--- config.mk ---
export PLATFORM = sky130hd
export DESIGN_NAME = sqrt_req_ctrl
export DESIGN_NICKNAME = d
export VERILOG_FILES = /design/src/rtl/sqrt_req_ctrl_pkg.sv /design/src/rtl/sqrt_timeout_ctr.sv /design/src/rtl/sqrt_req_ctrl.sv
export SDC_FILE = /design/constraint.sdc
export NUM_CORES = 1
export LEC_CHECK = 0
export BUFFER_PORTS_ARGS = -buffer_cell sky130_fd_sc_hd__buf_2
export CAP_MARGIN = 20
export CORE_MARGIN = 2
export CORE_UTILIZATION = 42
export CTS_CLUSTER_DIAMETER = 40
export DETAILED_ROUTE_END_ITERATION = 6
export MAX_ROUTING_LAYER = met4
export PLACE_DENSITY = 0.75
export SLEW_MARGIN = 40
export SYNTH_ARGS = -nofsm -noshare
export SYNTH_HDL_FRONTEND = slang
export SYNTH_SLANG_ARGS = --single-unit
--- constraint.sdc ---
create_clock -name clk -period 1.65 [get_ports clk]
set_input_delay 0.33 -clock clk [delete_from_list [all_inputs] [get_ports clk]]
set_output_delay 0.33 -clock clk [all_outputs]
set_load 0.02 [all_outputs]
--- src/rtl/sqrt_req_ctrl_pkg.sv ---
// Shared defaults and FSM state encoding for the a_sqrtb requester.
package sqrt_req_ctrl_pkg;

  localparam int unsigned DEF_A_W     = 8;
  localparam int unsigned DEF_B_W     = 8;
  localparam int unsigned DEF_Y_W     = 12;
  localparam int unsigned DEF_TIMEOUT = 64;

  typedef enum logic [1:0] {
    ST_IDLE  = 2'd0,
    ST_ISSUE = 2'd1,
    ST_WAIT  = 2'd2,
    ST_HOLD  = 2'd3
  } state_e;

endpackage

--- src/rtl/sqrt_timeout_ctr.sv ---
// Response timer: clear/enable counter that stops at TIMEOUT-1 and flags the terminal count.
module sqrt_timeout_ctr
  import sqrt_req_ctrl_pkg::*;
#(
  parameter int unsigned TIMEOUT = DEF_TIMEOUT
) (
  input  logic clk,
  input  logic rst,
  input  logic clr,
  input  logic en,
  output logic term_c
);

  localparam int unsigned CW = $clog2(TIMEOUT);

  logic [CW-1:0] cnt;

  assign term_c = (cnt == CW'(TIMEOUT - 1));

  // Saturates at the terminal count rather than wrapping.
  always_ff @(posedge clk or posedge rst) begin
    if (rst) begin
      cnt <= '0;
    end else if (clr) begin
      cnt <= '0;
    end else if (en && !term_c) begin
      cnt <= cnt + CW'(1);
    end
  end

endmodule

--- src/rtl/sqrt_req_ctrl.sv ---
// Requester side of the a_sqrtb handshake: one operand pair in flight, with
// timeout recovery and sticky detection of responses arriving outside WAIT.
module sqrt_req_ctrl
  import sqrt_req_ctrl_pkg::*;
#(
  parameter int unsigned A_W     = DEF_A_W,
  parameter int unsigned B_W     = DEF_B_W,
  parameter int unsigned Y_W     = DEF_Y_W,
  parameter int unsigned TIMEOUT = DEF_TIMEOUT
) (
  input  logic           clk,
  input  logic           rst,
  input  logic           s_valid,
  output logic           s_ready,
  input  logic [A_W-1:0] s_a,
  input  logic [B_W-1:0] s_b,
  output logic [A_W-1:0] core_a,
  output logic [B_W-1:0] core_b,
  output logic           core_in_ready,
  input  logic [Y_W-1:0] core_y,
  input  logic           core_y_ready,
  output logic           m_valid,
  input  logic           m_ready,
  output logic [Y_W-1:0] m_y,
  output logic [A_W-1:0] m_a,
  output logic [B_W-1:0] m_b,
  output logic           m_timeout,
  output logic           busy,
  output logic           err_stray
);

  state_e state;
  logic   tmr_term;

  // Gated by rst so upstream never sees ready while the block is held in reset.
  assign s_ready = (state == ST_IDLE) && !rst;

  sqrt_timeout_ctr #(
    .TIMEOUT (TIMEOUT)
  ) u_tmr (
    .clk    (clk),
    .rst    (rst),
    .clr    (state == ST_ISSUE),
    .en     (state == ST_WAIT),
    .term_c (tmr_term)
  );

  always_ff @(posedge clk or posedge rst) begin
    if (rst) begin
      state         <= ST_IDLE;
      core_a        <= '0;
      core_b        <= '0;
      core_in_ready <= 1'b0;
      m_valid       <= 1'b0;
      m_y           <= '0;
      m_a           <= '0;
      m_b           <= '0;
      m_timeout     <= 1'b0;
      busy          <= 1'b0;
      err_stray     <= 1'b0;
    end else begin
      // Any response not expected in WAIT, including late ones after a timeout.
      if (core_y_ready && (state != ST_WAIT)) begin
        err_stray <= 1'b1;
      end
      case (state)
        ST_IDLE: begin
          if (s_valid) begin
            core_a        <= s_a;
            core_b        <= s_b;
            m_a           <= s_a;
            m_b           <= s_b;
            core_in_ready <= 1'b1;
            busy          <= 1'b1;
            state         <= ST_ISSUE;
          end
        end
        ST_ISSUE: begin
          core_in_ready <= 1'b0;
          state         <= ST_WAIT;
        end
        ST_WAIT: begin
          // A response on the terminal cycle beats the timeout.
          if (core_y_ready) begin
            m_y       <= core_y;
            m_timeout <= 1'b0;
            m_valid   <= 1'b1;
            state     <= ST_HOLD;
          end else if (tmr_term) begin
            m_y       <= '1;
            m_timeout <= 1'b1;
            m_valid   <= 1'b1;
            state     <= ST_HOLD;
          end
        end
        ST_HOLD: begin
          if (m_ready) begin
            m_valid <= 1'b0;
            busy    <= 1'b0;
            state   <= ST_IDLE;
          end
        end
        default: state <= ST_IDLE;
      endcase
    end
  end

endmodule
* Word level (Yosys, flattened, before mapping)
Cells that the tools add are included.
Word-level totals: register bits 41, latch bits 0, bits in writable memories 0, ROM bits 0, input bits 33, output and inout bits 50, logic and storage cells 53, memories kept 0
Operators by class: $add $sub $neg 1, $mul 0, div/mod/pow operators 0, magnitude comparators 0, equal/unequal tests 8, shifts and indexed selects 0, multiplexer cells 17, bitwise logic cells 0, reduce and logical (&&, ||, !) cells 17
Operator list (count):
- two-way mux 12 bit | 2
- two-way mux 6 bit | 2
- nonzero test 2 bit | 5
- AND reduction 3 bit | 3
- two-way mux 2 bit | 4
- one-hot mux 2 bit (4 select lines) | 1
- adder 6 x 1 -> 6 bit (second input constant) | 1
- == test 6 bit (second input constant) | 1
- != test 2 bit (second input constant) | 3
- one-hot mux 1 bit (2 select lines) | 3
- AND reduction 2 bit | 3
- two-way mux 1 bit | 5
- == test 2 bit (second input constant) | 2
- logical AND 1 bit | 3
- != test 3 bit (second input constant) | 1
- == test 2 x 1 -> 1 bit (second input constant) | 1
- zero test 1 bit | 2
- zero test 2 bit | 1

* Depth between registers and ports, before layout
Gate-level depths: netlist of the first run.
word-level depth 5, depth in mapped cells 7, mapped depth without buffers 6

* Hierarchy
A second synthesis of the first run with hierarchy kept.
Second synthesis, totals: cell total of the unflattened synthesis 183, area, all modules 2074.5 µm²
By module, submodules not included:
- sqrt_req_ctrl | times used 1, cells each 146, area each 1705.4 µm², sequential area each 875.8 µm²
- sqrt_timeout_ctr | times used 1, cells each 37, area each 369.1 µm², sequential area each 150.1 µm²

* Worst setup path before layout of the first run
Ideal clock, no wire load.
kind reg-to-reg, start reg state[0], end reg m_a[0], library setup time 0.125 ns, arrival 1.449 ns, required time 1.525 ns, setup slack 0.077 ns, cell stages (with the launch flop) 6, path buffers 1, clock period less this slack 1.573 ns, cell sequence dfrtp_1 -> inv_1 -> ha_1 -> nand2_1 -> buf_2 -> mux2_2
On the way: longest elaborated chain between the ends 2
Ends and longest elaborated chain:
- start: declaration | RTL line sqrt_req_ctrl.sv:32 | state_e state;
- start signal: assignment | RTL line sqrt_req_ctrl.sv:50 | state <= ST_IDLE;
- start signal: assignment | RTL line sqrt_req_ctrl.sv:75 | state <= ST_ISSUE;
- start signal: assignment | RTL line sqrt_req_ctrl.sv:80 | state <= ST_WAIT;
- zero test 2 bit | RTL line sqrt_req_ctrl.sv:66 | case (state)
- AND reduction 2 bit (no source line)
- end signal: assignment | RTL line sqrt_req_ctrl.sv:56 | m_a <= '0;
- end signal: assignment | RTL line sqrt_req_ctrl.sv:71 | m_a <= s_a;
- end: declaration | RTL line sqrt_req_ctrl.sv:25 | output logic [A_W-1:0] m_a,
Every way passes these cells. A chain may end at the register's enable or synchronous reset.

* Worst setup path in the final report of the first run
start reg u_tmr.cnt[0], end reg state[1]
On the way: longest elaborated chain between the ends 3
Ends and longest elaborated chain:
- start: declaration | RTL line sqrt_timeout_ctr.sv:16 | logic [CW-1:0] cnt;
- start signal: assignment | RTL line sqrt_timeout_ctr.sv:27 | cnt <= cnt + CW'(1);
- == test 6 bit | RTL line sqrt_timeout_ctr.sv:18 | assign term_c = (cnt == CW'(TIMEOUT - 1));
- != test 3 bit (no source line)
- AND reduction 3 bit (no source line)
Every way passes these cells.

==> results of run 1 <==
Yosys cell counts:
library cell  number
buf_2              2
a21oi_1            5
mux2_2            16
a21o_1             1
nor2b_1            1
nand4_1            1
a31oi_1            1
o32a_2             1
o22ai_1            1
a21boi_1           1
and3_1             1
nand2_1            5
clkbuf_1           1
nor2_4             1
a311oi_1           1
and4_1             1
buf_6              1
a31oi_4            1
nor2_1             3
o21ai_1            4
nor3_1             2
mux2_4             1
nand3_2            1
and2_1             1
nand2b_1           1
nand3_1            1
o21bai_1           1
o21a_1             1
ha_1               6
buf_4             16
a41oi_1            1
and3_4             1
o2bb2ai_1          1
xor2_1             1
nor3_2             1
inv_1              8
a21oi_2            1
dfrtp_1           41
o22a_1            12
stage by stage:
stage | setup WS [ns] | utilization (%)
2_1_floorplan | 0.07664 | -
3_3_place_gp | 0.1272 | 52.00
3_5_place_dp | 0.07711 | 52.00
4_1_cts | 0.009235 | 55.24
5_1_grt | 0.01605 | 55.58
6_report | 0.08554 | 55.58
state kept, by name, indices dropped and copies added (netlist names):
| register | flops |
|---|---|
| m_timeout | 1 |
| m_valid | 1 |
| busy | 1 |
| state | 2 |
| m_y | 12 |
| m_a | 8 |
| m_b | 8 |
| err_stray | 1 |
| u_tmr.cnt | 6 |
| core_in_ready | 1 |
cells by family after synthesis:
family | after synthesis | synth area share (%)
compound gates | 33 | 13.93
xor+xnor | 1 | 0.4689
fa+ha+maj | 6 | 4.019
buf+inv | 28 | 9.377
flops | 41 | 54.92
mux | 17 | 10.45
simple gates | 21 | 6.833
where the power goes:
part	total (uW)	internal, uW	switching (uW)
logic	2580	1070	1510
registers	1700	1440	261
clock network	831	492	339
critical path: stages, from the launching register on:
cell and delay [ns]:
dfrtp_1 0.38, ha_1 0.37, a31oi_4 0.18, a21oi_2 0.21, mux2_4 0.31
worst min-delay path by stage:
stage / endpoint / from
floorplan: err_stray / core_y_ready
finish: m_b[4] / rst
CTS: m_b[4] / rst
global route: busy / rst
global placement: busy / rst
detailed placement: busy / rst
per-layer routing:
metal,vias up,routed length (um)
met1,670,1594
li1,656,-
met4,0,42
met2,56,1868
met3,6,248
met5,-,0
cell type report:
class                           instances  share of cell area (%)
Clock buffer                            6                   3.436
Clock inverter                          2                   1.562
Inverter                                8                   1.249
Multi-Input combinational cell         78                   28.47
Sequential cell                        41                   42.69
Tap cell                               52                   2.707
Timing Repair Buffer                   89                   19.89
repair_timing:
action | CTS | global route
setup endpoints to repair | 1 | 13
gates resized for setup | 2 | 5
buffers inserted | 2 | 0
pin swaps | 0 | 0
hold buffers | 0 | 0
cell usage in the layout, fill, tap and decap left out, types with 2 or more instances in the layout:
master / count
a21oi_1: 5
buf_2: 81
buf_4: 7
clkbuf_8: 6
dfrtp_1: 41
ha_1: 4
inv_1: 6
inv_2: 2
mux2_2: 16
nand2_1: 4
nor2_1: 3
nor3_1: 2
o21ai_1: 4
o22a_1: 12
==> results.json, run 1 <==
{
  "status": "complete, no violations",
  "fillCellCount": 393,
  "cp-endpoint": "state[1]",
  "synthDominantCellAreaShare_pct": 54.92,
  "synth-seq-cells": 41,
  "place_inst": 266,
  "reg2reg_to": "state[1]",
  "yosys_warnings": 0,
  "reg2reg_slack_ns": 0.09,
  "arrival_ns": 1.74,
  "htreeDepth": 2,
  "dr.pass1.iters": 4,
  "hold_violations": 0,
  "clock-sinks": 41,
  "cts_tree": "built",
  "max_freq_ghz": 0.6392,
  "synth.net_count": 186,
  "worstPathMaxFanout": 7,
  "gr-usage-met2_pct": 25.55,
  "hp-class": "primary input to asynchronous set/reset pin",
  "dp_hpwl_mm": 2.789,
  "grt_usage_pct": 15.71,
  "synth_cells": 147,
  "initial_utilization_pct": 43.20,
  "final_max_slew_viol_count": 0,
  "multi_input_area_um2": 684.4,
  "finalPower_uw": 5116,
  "initialDrtViolationCount": 52,
  "wl_per_cell_um": 13.60,
  "vias": 1388,
  "fin_crit_sh_pct": 94.82,
  "diodes": 0,
  "antenna_found_initial": 0,
  "crit_required_ns": 1.83,
  "fin_crit_ns": 1.564,
  "grt_max_degree": 27,
  "fp-row-count": 24,
  "die_h_um": 70.69,
  "area_delta_synth_final_pct": 28.67,
  "nNetsFinal": 262,
  "setup_viol": 0,
  "power.density_nw_per_um2": 2129,
  "ys_seq_area_share_pct": 54.92,
  "yosysUniqueCellTypes": 39,
  "synth_area_leaders": "dfrtp_1 55%, mux2_2 9.6%, buf_4 6.4%, o22a_1 5.6%, ha_1 4.0%",
  "grt_use_met3_pct": 3.989,
  "rr_worst_depth": 4,
  "layout.cells.non_filler": 276,
  "drt-vias-per-instance": 5.029,
  "max_slew_margin_pct": 77.42,
  "port_buffers": 82,
  "pin_count": 83,
  "critPathLaunchType": "flop",
  "core_area_um2": 4324,
  "root_buffer": "clkbuf_8",
  "crit-reg2reg-launch": "u_tmr.cnt[0]",
  "die_x_um": 70.69,
  "drv_cap": 0,
  "wl_mm": 3.754,
  "grt.busiest_layer": "met2",
  "ant_nets": 0,
  "regArea_um2": 1026,
  "met1_usage_pct": 19.46,
  "grt_pass1_wl_mm": 6.141,
  "endpoint_kind": "flop",
  "power.leakage_uw": 0.001168,
  "setup_tns_ns": 0,
  "cts_buffers": 5,
  "grt_pass1_vias": 1345,
  "tightest_slew_ns": 0.3387,
  "whs_ns": 0.06794,
  "clock_path_buffers": 2,
  "syn_area_um2": 1868,
  "final_area_um2": 2404,
  "drive_gt1_share_pct": 56.25,
  "clk_latency_ns": 0.29,
  "syn_area_per_cell_um2": 12.71,
  "grt_overflow": 0,
  "synth_top_cell_by_area": "dfrtp_1",
  "clock_skew_ns": 0.007182,
  "dpl_cell_area_um2": 2248,
  "ir_worst_vdd_mv": 0.7553,
  "die_area_um2": 4997,
  "clk_pin_slew_ns": 0.08,
  "rsz0062_at_grt": "false",
  "startpoint": "u_tmr.cnt[0]",
  "place_congestion": 0.7866,
  "drc": 0,
  "critical_path_class": "flop to flop"
}
Note: power is estimated with default switching activity, not from simulation.
==> run 2: changes to the inputs <==
BUFFER_PORTS_ARGS = -buffer_cell sky130_fd_sc_hd__buf_4   (was -buffer_cell sky130_fd_sc_hd__buf_2)
CAP_MARGIN = 25   (was 20)
==> run 2 against run 1 <==
First-iteration DRC count fell by 5.8%. Critical path type is now flop to primary output. Total power is 7.1% higher. Clock power decreased by 1%. Die area unchanged. Highest routed layer unchanged. Flip-flop and latch count is the same. Global-route usage increased by 0.065 points. Largest power group unchanged.
==> results.json, run 2 (same netlist as run 1, synthesis figures left out) <==
{
  "layout.cells.non_filler": 274,
  "diodes": 0,
  "max_freq_ghz": 0.6243,
  "drive_gt1_share_pct": 55.41,
  "hold_violations": 0,
  "initialDrtViolationCount": 49,
  "vias": 1378,
  "clock-sinks": 41,
  "dr_wl_met3_um": 284,
  "fin_crit_sh_pct": 97.09,
  "pwr-share-clk_pct": 15.0,
  "place_inst": 265,
  "critical_path_class": "flop to primary output",
  "worstPathMaxFanout": 5,
  "switching_share_pct": 39.24,
  "status": "complete, no violations",
  "final_area_um2": 2605,
  "die_area_um2": 4997,
  "finalPower_uw": 5480,
  "antenna_found_initial": 0,
  "pin_count": 83,
  "die_x_um": 70.69,
  "cts_hold_buf": 0,
  "fin_ws_ns": 0.04809,
  "max_slew_margin_pct": 77.63,
  "fp-row-count": 24,
  "initial_utilization_pct": 43.20,
  "fillCellCount": 358,
  "layout_common_cells": "85 x buf_4, 41 x dfrtp_1, 16 x mux2_2",
  "die_h_um": 70.69,
  "m1WireLength_mm": 1.651,
  "hp-class": "primary input to asynchronous set/reset pin",
  "clock_path_buffers": 2,
  "arrival_ns": 1.27,
  "power_frac_seq_pct": 32.1,
  "power.leakage_uw": 0.001241,
  "clk_pin_slew_ns": 0.08,
  "routed.top_layer": "met4",
  "p_sw_uw": 2150,
  "core_area_um2": 4324,
  "wl_per_cell_um": 14.28,
  "port_buffers": 82,
  "cts_buffers": 5,
  "grt_pass1_vias": 1333,
  "largestRegisters": "m_y: 12 flops, m_a: 8 flops, m_b: 8 flops",
  "dr.pass1.iters": 4,
  "drt-vias-per-instance": 5.029,
  "dpl_cell_area_um2": 2446,
  "setup_tns_ns": 0,
  "tightest_slew_ns": 0.3355,
  "area_delta_synth_final_pct": 39.45,
  "drc": 0,
  "htreeDepth": 2,
  "critPathLaunchType": "flop",
  "final_max_slew_viol_count": 0,
  "final_common_cell": "buf_4",
  "regMostFlops": "m_y",
  "root_buffer": "clkbuf_8",
  "cts_tree": "built",
  "ant_nets": 0,
  "grt_usage_pct": 15.77,
  "setup_viol": 0,
  "grt_pass1_wl_mm": 6.106,
  "nNetsFinal": 260,
  "dp_hpwl_mm": 2.956,
  "drv_cap": 0,
  "grt_overflow": 0,
  "endpoint_kind": "primary output",
  "clk_latency_ns": 0.28,
  "power.density_nw_per_um2": 2104,
  "dr_wl_met2_mm": 1.952,
  "fin_crit_ns": 1.602,
  "ir_worst_vdd_mv": 1.097,
  "p_comb_share_pct": 52.9,
  "internal-power_uw": 3330,
  "place_congestion": 0.8212,
  "largest_reg_flops": 12,
  "wl_mm": 3.913,
  "grt_max_degree": 28,
  "place_ws_ns": 0.06940,
  "crit_required_ns": 1.32,
  "clock_skew_ns": 0.003218
}
## run 2: changes by cell type in the layout (fill, tap and decap cells not counted), sizes merged
cell,change
buf,-2
clkbuf,+1
clkinvlp,-1
## run 2: layout make-up
class / count / area (um2) / share of cell area, %
clock buffer: 7 / 86.33 / 3.314
clock inverter: 1 / 30.03 / 1.153
inverter: 8 / 30.03 / 1.153
multi-input combinational: 78 / 689.4 / 26.46
sequential: 41 / 1026 / 39.39
tap: 52 / 65.06 / 2.498
timing repair buffer: 87 / 678.2 / 26.03
## run 2: per-stage QoR
step | hold WS, ns | util (%)
floorplan | 0.4469 | -
detailed placement | 0.3773 | 56.57
CTS | 0.05782 | 59.55
global placement | 0.3782 | 56.57
finish | 0.07748 | 60.24
global route | 0.09301 | 60.24
## run 2: power by group through the flow
stage | Clock [uW] | Sequential [uW] | Combinational [uW]
after CTS | 849 | 1760 | 2870
after global routing | 892 | 1820 | 3070
after detailed placement | 0 | 1780 | 2840
after floorplan | 0 | 2200 | 1440
after global placement | 0 | 1760 | 2780
final | 822 | 1760 | 2900
## run 2: final timing paths
check,startpoint,to,slack (ns),cells after the start
max,state[1],s_ready,0.05,4
min,rst,m_a[5],0.08,3
max reg2reg,u_tmr.cnt[0],u_tmr.cnt[0],0.08,5
min reg2reg,err_stray,err_stray,0.47,1
max in group asynchronous,rst,m_y[9],1.25,3
min in group clk,core_y[1],m_y[1],0.27,2
## run 2: critical path: stages (launching register included)
cell and delay, ns:
dfrtp_1 0.43, inv_2 0.12, ha_4 0.16, nor2b_4 0.14, buf_4 0.14
## run 2: per-layer routing
layer / GRT usage, % / up-vias
li1: - / 652
met1: 19.12 / 674
met2: 25.96 / 47
met3: 4.843 / 5
met4: 3.774 / 0
met5: - / -
## run 2: repair_timing
action / in CTS / in global routing
pin swaps: 0 / 1
resized for setup: 3 / 3
setup endpoints to repair: 1 / 13
setup buffers: 0 / 1
hold endpoints to repair: 0 / 0
==> run 3: changes to the inputs <==
PLACE_DENSITY = not set   (was 0.75)
PLACE_DENSITY_LB_ADDON = 0.1   (was not set)
==> run 3 against run 2 <==
First-iteration DRC count up 18%. Sequential share of layout area is 0.52 points higher. Largest power group unchanged. Critical path type unchanged. Sequential power barely moved. Setup slack better by 0.010 ns. Hold slack worse by 0.015 ns. Final area down 1.3%. Final cell count up 0.36%. Highest routed layer unchanged. Utilization fell by 0.78 points. Largest cell class unchanged.
==> results.json, run 3 (same netlist as run 1, synthesis figures left out) <==
{
  "diodes": 0,
  "pin_count": 83,
  "fillCellCount": 367,
  "largest_reg_flops": 12,
  "rsz0062_at_grt": "true",
  "power.leakage_uw": 0.001217,
  "initialDrtViolationCount": 58,
  "regArea_um2": 1026,
  "dp_hpwl_mm": 3.147,
  "grt_pass1_vias": 1431,
  "wl_per_cell_um": 15.11,
  "initial_utilization_pct": 43.20,
  "hp-class": "primary input to asynchronous set/reset pin",
  "status": "complete, no violations",
  "hold_violations": 0,
  "max_freq_ghz": 0.6282,
  "cts_tree": "built",
  "grt_overflow": 0,
  "pwr-share-clk_pct": 11.6,
  "arrival_ns": 1.26,
  "wl_mm": 4.155,
  "clk_pin_slew_ns": 0.07,
  "ant_nets": 0,
  "clock_skew_ns": 0.002064,
  "worstPathMaxFanout": 5,
  "cts_hold_buf": 0,
  "switching_share_pct": 40.48,
  "place_congestion": 0.8165,
  "grt_usage_pct": 17.58,
  "core_area_um2": 4324,
  "critical_path_class": "flop to primary output",
  "startpoint": "state[0]",
  "cts_buffers": 5,
  "die_x_um": 70.69,
  "internal-power_uw": 3155,
  "dr.pass1.iters": 4,
  "port_buffers": 82,
  "power_frac_seq_pct": 32.9,
  "crit_required_ns": 1.32,
  "drv_cap": 0,
  "grt_max_degree": 30,
  "clk_latency_ns": 0.28,
  "final_max_slew_viol_count": 0,
  "drt-vias-per-instance": 5.058,
  "multi_input_area_um2": 696.9,
  "crit-reg2reg-launch": "state[1]",
  "fin_crit_ns": 1.592,
  "grt_pass1_wl_mm": 6.762,
  "drc": 0,
  "ir_worst_vdd_mv": 0.8346,
  "setup_tns_ns": 0,
  "antenna_found_initial": 0,
  "layout_common_cells": "87 x buf_4, 41 x dfrtp_1, 16 x mux2_2",
  "root_buffer": "clkbuf_8",
  "clock_path_buffers": 2,
  "drive_gt1_share_pct": 55.16,
  "critPathLaunchType": "flop",
  "die_area_um2": 4997,
  "p_sw_uw": 2145,
  "fin_crit_sh_pct": 96.47,
  "tightest_slew_ns": 0.3763,
  "final_common_cell": "buf_4",
  "die_h_um": 70.69,
  "fp-row-count": 24,
  "max_slew_margin_pct": 74.91,
  "endpoint_kind": "primary output",
  "regMostFlops": "m_y",
  "htreeDepth": 2,
  "vias": 1391,
  "power.density_nw_per_um2": 2061,
  "area_delta_synth_final_pct": 37.64,
  "largestRegisters": "m_y: 12 flops, m_a: 8 flops, m_b: 8 flops",
  "nNetsFinal": 261,
  "p_comb_share_pct": 55.5,
  "setup_viol": 0,
  "clock-sinks": 41,
  "utilization_pct": 59.46
}
==> run 3: changes by cell type in the layout (fill, tap and decap cells not counted), sizes merged <==
cell and change:
buf +1, bufinv -1, clkbuf +1
==> run 3: through the flow <==
step / std cells / worst slack, ns / instance area (um2) / total power (uW) / hold slack [ns]
final: 275 / 0.05822 / 2571 / 5300 / 0.06288
after global routing: 275 / -0.02565 / 2571 / 5610 / 0.08632
after CTS: 275 / 0.01388 / 2546 / 5296 / 0.05381
after detailed placement: 266 / -0.03163 / 2454 / 4638 / 0.3676
after global placement: 266 / 0.1260 / 2454 / 4538 / 0.3624
after floorplan: 147 / 0.07664 / 1868 / 3641 / 0.4469
==> run 3: path summary, 6_finish.rpt <==
check / to / slack, ns / cells past startpoint
hold reg to reg: err_stray / 0.46 / 1
min in group clk: m_y[0] / 0.27 / 2
max in group asynchronous: m_y[5] / 1.22 / 3
setup / recovery: s_ready / 0.06 / 4
hold / removal: m_a[6] / 0.06 / 3
setup reg to reg: state[1] / 0.13 / 6
==> run 3: power by group through the flow <==
| stage | registers [uW] | clock network, uW | logic, uW |
|---|---|---|---|
| final | 1750 | 614 | 2940 |
| after global routing | 1810 | 684 | 3120 |
| after CTS | 1750 | 639 | 2910 |
| after detailed placement | 1770 | 0 | 2870 |
| after global placement | 1740 | 0 | 2800 |
| after floorplan | 2200 | 0 | 1440 |
==> run 3: critical path, stage by stage (launching register included) <==
cell,delay (ns)
dfrtp_1,0.42
inv_2,0.13
ha_4,0.16
nor2b_2,0.12
buf_4,0.14
==> run 3: area by class of cell <==
| cell class | instances | share of cell area (%) |
|---|---|---|
| multi-input cells | 78 | 27.10 |
| inverters | 8 | 1.168 |
| repair buffers | 88 | 26.18 |
| well taps | 52 | 2.530 |
| flip-flops and latches | 41 | 39.90 |
| clock buffers | 8 | 3.114 |
==> run 3: repair_timing <==
action,in CTS,in global routing
endpoints found under the hold margin,0,0
pin swaps,0,1
buffers inserted,1,0
gates resized for setup,3,5
gates cloned,0,0
setup endpoints to repair,15,3
==> run 3: metal layers <==
layer / vias up / global-route usage, % / share of wire (%)
met4: 0 / 5.660 / 0.94
met5: - / - / 0
met2: 56 / 31.78 / 55
met3: 4 / 4.131 / 6.8
li1: 652 / - / -
met1: 679 / 18.95 / 38
